<file path="src/rtl/farm_cmd_arbiter.sv">
// Round-robin arbiter/sequencer for the ant-farm cell command bus.
// Optional macro FARM_ARB_QUEEN_PRIO_EN gives requester 0 fixed top priority.
module farm_cmd_arbiter #(
    parameter int NREQ        = 4,
    parameter int ADDR_W      = 6,
    parameter int HOLD_CYCLES = 2
) (
    input  logic                   clk,
    input  logic                   rst_n,
    input  logic [NREQ-1:0]        req,
    input  logic [5*NREQ-1:0]      req_cmd,
    input  logic [ADDR_W*NREQ-1:0] req_addr,
    output logic [ADDR_W-1:0]      cell_sel,
    output logic [4:0]             cell_cmd,
    output logic                   cell_we,
    output logic [NREQ-1:0]        done,
    output logic                   err,
    output logic                   busy
);

    localparam int PTR_W = (NREQ > 1) ? $clog2(NREQ) : 1;

    typedef enum logic [1:0] {StIdle, StDrive, StClear, StReject} state_t;

    state_t             state;
    logic [PTR_W-1:0]   rr_ptr;
    logic [PTR_W-1:0]   win;
    logic [3:0]         cnt;

    logic               grant_found;
    logic [PTR_W-1:0]   grant_idx;
    logic [PTR_W-1:0]   next_ptr;
    logic               advance;
    logic [4:0]         grant_cmd;
    logic [ADDR_W-1:0]  grant_addr;
    logic               grant_valid;

    // Scan requesters starting at rr_ptr, wrapping modulo NREQ.
    always_comb begin
        int idx;
        grant_found = 1'b0;
        grant_idx   = '0;
        advance     = 1'b1;
        idx         = 0;
        for (int k = 0; k < NREQ; k++) begin
            idx = int'(rr_ptr) + k;
            if (idx >= NREQ) begin
                idx = idx - NREQ;
            end
            if (!grant_found && req[idx[PTR_W-1:0]]) begin
                grant_found = 1'b1;
                grant_idx   = idx[PTR_W-1:0];
            end
        end
`ifdef FARM_ARB_QUEEN_PRIO_EN
        // Queen requester pre-empts the rotation and leaves the pointer alone.
        if (req[0]) begin
            grant_idx = '0;
            advance   = 1'b0;
        end
`endif
    end

    assign next_ptr    = (grant_idx == PTR_W'(NREQ - 1)) ? '0 : grant_idx + 1'b1;
    assign grant_cmd   = req_cmd[5*grant_idx +: 5];
    assign grant_addr  = req_addr[ADDR_W*grant_idx +: ADDR_W];
    assign grant_valid = (grant_cmd >= 5'd1) && (grant_cmd <= 5'd8);

    always_ff @(posedge clk) begin
        if (!rst_n) begin
            state    <= StIdle;
            rr_ptr   <= '0;
            win      <= '0;
            cnt      <= '0;
            cell_sel <= '0;
            cell_cmd <= '0;
            cell_we  <= 1'b0;
            done     <= '0;
            err      <= 1'b0;
            busy     <= 1'b0;
        end else begin
            done <= '0;
            err  <= 1'b0;
            unique case (state)
                StIdle: begin
                    if (grant_found) begin
                        win  <= grant_idx;
                        busy <= 1'b1;
                        if (advance) begin
                            rr_ptr <= next_ptr;
                        end
                        if (grant_valid) begin
                            state    <= StDrive;
                            cell_we  <= 1'b1;
                            cell_cmd <= grant_cmd;
                            cell_sel <= grant_addr;
                            cnt      <= 4'd1;
                        end else begin
                            state           <= StReject;
                            done[grant_idx] <= 1'b1;
                            err             <= 1'b1;
                        end
                    end
                end
                StDrive: begin
                    if (cnt == 4'(HOLD_CYCLES)) begin
                        state     <= StClear;
                        cell_we   <= 1'b0;
                        cell_cmd  <= '0;
                        done[win] <= 1'b1;
                        cnt       <= '0;
                    end else begin
                        cnt <= cnt + 4'd1;
                    end
                end
                StClear: begin
                    state <= StIdle;
                    busy  <= 1'b0;
                end
                StReject: begin
                    state <= StIdle;
                    busy  <= 1'b0;
                end
            endcase
        end
    end

endmodule

</file>
<file path="config.mk">
export PLATFORM = sky130hd
export DESIGN_NAME = farm_cmd_arbiter
export DESIGN_NICKNAME = d
export VERILOG_FILES = /design/src/rtl/farm_cmd_arbiter.sv
export SDC_FILE = /design/constraint.sdc
export NUM_CORES = 1
export LEC_CHECK = 0
export CORE_UTILIZATION = 47
export DETAILED_ROUTE_END_ITERATION = 8
export PLACE_DENSITY = 0.87
export SYNTH_ARGS = -nofsm -noshare
export SYNTH_HDL_FRONTEND = slang
export SYNTH_SLANG_ARGS = --single-unit
</file>
<file path="constraint.sdc">
create_clock -name clk -period 8.5 [get_ports clk]
set_clock_uncertainty 0.2 [all_clocks]
set_input_delay 2.125 -clock clk [delete_from_list [all_inputs] [get_ports clk]]
set_output_delay 2.125 -clock clk [all_outputs]
set_load 0.02 [all_outputs]
</file>
==> flow_metrics.env <==
export IMPL_cts_num_sinks=28
export IMPL_powerDensity_nw_per_um2=235
export IMPL_critical_path_class="input port to register"
export IMPL_clockBufferDepth=2
export IMPL_port_buffers=67
export IMPL_start_util=0.503
export IMPL_cts_tree="yes"
export IMPL_vdd_drop_max_mv=0.109
export IMPL_drive_gt1_frac=0.0466
export IMPL_syn_mean_instance_area_um2=7.98
export IMPL_placed_cell_area_um2=2410
export IMPL_track_usage=0.253
export IMPL_synth_compound_area_frac=0.216
export IMPL_syn2layout_area_growth_pct=43.4
export IMPL_dr_wl_met2_mm=2.25
export IMPL_vias_per_cell=5.69
export IMPL_ys_flop_type="dfxtp_1"
export IMPL_wl_met3_um=316
export IMPL_worst_ep_arrival_time_ns=5.49
export IMPL_worst_pin_slew_ns=1.03
export IMPL_slew_viol_final=0
export IMPL_cts_made_buffers=3
export IMPL_critPathLaunchType="input port"
export IMPL_status="finished, final reports clean"
export IMPL_cts_hold_buf=0
export IMPL_synthSimpleGateAreaFrac=0.275
export IMPL_async_flop_share=0
export IMPL_muxShareOfSynthArea=0.0932
export IMPL_post_drt_wl_per_cell_um=14.6
export IMPL_wl_met1_mm=2.04
export IMPL_core_um2=3440
export IMPL_core_rowCount=21
export IMPL_ys_types=46
export IMPL_p_leak_uw=0.00103
export IMPL_die_height_um=62.7
export IMPL_grt_max_degree=25
export IMPL_grt_antenna_before_repair=0
export IMPL_hp_class="register to register"
export IMPL_max_cap_violations=0
export IMPL_post_cts_setup_buffers=0
export IMPL_synthesis_instances=217
export IMPL_clkSlewWorstSetupHoldPaths_ns=0.10
export IMPL_dpl_hpwl_mm=3.48
export IMPL_synth_net_count=273
export IMPL_synth_seq_cells=28
export IMPL_top_layer="met4"
export IMPL_synth_edf_count=0
export IMPL_crit_slowest_cell="nor2_2"
export IMPL_dr_pass1_iters=4
export IMPL_nNetsFinal=336
export IMPL_grt_pass1_vias=1788
export IMPL_setup_viol=0
export IMPL_rsz0062_at_grt="false"
export IMPL_syn_area_um2=1730
export IMPL_diodes=0
export IMPL_fmax_mhz=182
export IMPL_vias=1849
export IMPL_worst_skew_pair_late_latency_ns=0.28
export IMPL_root_buffer="clkbuf_8"
export IMPL_h_tree_depth=1
export IMPL_ctsResizeCount=0
export IMPL_ant_nets=0
export IMPL_layout_worst_path_cycle_share=0.648
export IMPL_fin_setup_tns_ns=0
export IMPL_finalCriticalPeriod_ns=5.51
export IMPL_relSlewSlack=0.311
export IMPL_path_cells="clkdlybuf4s50_1 > nand2b_1 > o211a_1 > nor2_2 > mux2i_1 > mux2_2 > xor2_1 > nand2_2 > a41o_1"
export IMPL_die_w_um=62.7
export IMPL_wirelength_mm=4.73
export IMPL_synth_top_family_by_area="simple AND/OR/NAND/NOR gates"
export IMPL_endpoint_kind="register"
export IMPL_max_stage_delay_ns=0.84
export IMPL_gp_congestion=0.809
export IMPL_yosysWarnings=0
export IMPL_drt_iter0_drc=108
export IMPL_die_area_um2=3930
export IMPL_ys_seq_area_frac=0.324
export IMPL_critPathMaxFanout=18
export IMPL_hold_violations=0
export IMPL_synth_xor_area_frac=0.0101
export IMPL_drc=0
export IMPL_ios=68
export IMPL_gr_total_overflow=0
export IMPL_grt_pass1_wl_mm=7.98
export IMPL_worstPathRequired_ns=8.48
export IMPL_synthAdderAreaFrac=0.0434
export IMPL_final_cell_area_um2=2480
[cells in the mapped netlist (2+ instances only)]
library cell,count,area [um^2]
nor2_2,2,12.5
or3_1,2,12.5
ha_1,6,75.1
o21ai_1,4,20.0
nor2_1,10,37.5
nand2b_1,7,43.8
buf_4,2,15.0
inv_1,4,15.0
or4_1,2,15.0
nand3_1,19,95.1
o211ai_1,2,15.0
a21oi_1,16,80.1
nor3_1,6,30.0
o22ai_1,3,18.8
nor4_1,2,12.5
clkbuf_1,6,22.5
mux2i_1,15,150
a41o_1,10,100
nand2_1,38,143
dfxtp_1,28,561
o21ai_0,7,35.0
nor2b_1,2,12.5
[critical path: cells and delay by family]
family                    cells  cell delay [ns]
muxes                         2             0.54
buffers and inverters         1             0.49
AOI/OAI and AO/OA             2             0.60
xor gates and xnor gates      1             0.49
and+or+nand+nor               3             1.22
[cells by family (layout without fill, tap and decap cells)]
logic type	count (synthesis)	after routing
AO/OA/AOI/OAI	54	54
buffers and inverters	14	76
adder cells (fa/ha/maj)	6	6
flip-flops	28	28
multiplexers	16	16
AND/OR/NAND/NOR	97	97
XOR/XNOR	2	2
[final cells by class]
class	instances	area [um^2]
fillers	278	960
well taps	46	57.6
clock buffers	3	41.3
inverters	5	18.8
multi-input cells	175	1100
clock inverters	1	30.0
flip-flops and latches	28	561
repair buffers	67	671
[worst paths after layout]
kind                            slack [ns]  cells past startpoint                        to                      from
worst min-delay path                  0.24                      2  cell_cmd[4]$_SDFFE_PN0P_  cell_cmd[4]$_SDFFE_PN0P_
worst min register to register        0.24                      2  cell_cmd[4]$_SDFFE_PN0P_  cell_cmd[4]$_SDFFE_PN0P_
worst max-delay path                  2.99                      9        done[1]$_SDFF_PN0_                    req[1]
worst max register to register        4.99                      8        done[1]$_SDFF_PN0_    rr_ptr[1]$_SDFFE_PN0P_
[stage by stage]
step                      power (uW)  cells  hold slack, ns  utilization  setup slack, ns
final                            584    325           0.242        0.721             2.99
after floorplan                  379    217           0.263            -             3.94
after global routing             622    325           0.266        0.721             2.77
after CTS                        581    325           0.238        0.721             3.00
after detailed placement         473    321           0.224        0.700             2.74
after global placement           469    321           0.220        0.700             2.87
[report_power, final]
group / leakage, uW / total (uW) / internal, uW / switching (uW)
Sequential: 0.000229 / 184 / 160 / 23.8
Clock: 0.0000357 / 107 / 63.1 / 44.0
Combinational: 0.000762 / 293 / 124 / 168
Total: 0.00103 / 584 / 348 / 236
[state kept, by name, summed over array words and instances, names as in the netlist]
name and cells:
done 4, cell_we 1, cell_cmd 5, state 2
win 2, rr_ptr 2, cnt 4, err 1
cell_sel 6, busy 1
[per-layer routing]
layer  global-route usage  up-vias
met4                0.134        0
met1                0.304      831
met3               0.0456       14
met5                    0        -
li1                     -      917
met2                0.428       87
[cells in the final DEF (no fill, tap or decap), types with 2 or more instances in the layout]
| cell | synthesis | layout |
|---|---|---|
| clkdlybuf4s50_1 | 0 | 67 |
| mux2i_1 | 15 | 15 |
| or3_1 | 2 | 2 |
| ha_1 | 6 | 6 |
| o21ai_1 | 4 | 4 |
| nor2_2 | 2 | 2 |
| nor2_1 | 10 | 10 |
| o22ai_1 | 3 | 3 |
| nand2b_1 | 7 | 7 |
| a41o_1 | 10 | 10 |
| clkbuf_8 | 0 | 3 |
| o211ai_1 | 2 | 2 |
| nand3_1 | 19 | 19 |
| nand2_1 | 38 | 38 |
| o21ai_0 | 7 | 7 |
| dfxtp_1 | 28 | 28 |
| or4_1 | 2 | 2 |
| nor4_1 | 2 | 2 |
| nor2b_1 | 2 | 2 |
| nor3_1 | 6 | 6 |
| a21oi_1 | 16 | 16 |
| inv_1 | 4 | 4 |
Power figures use the tool's default switching activity.
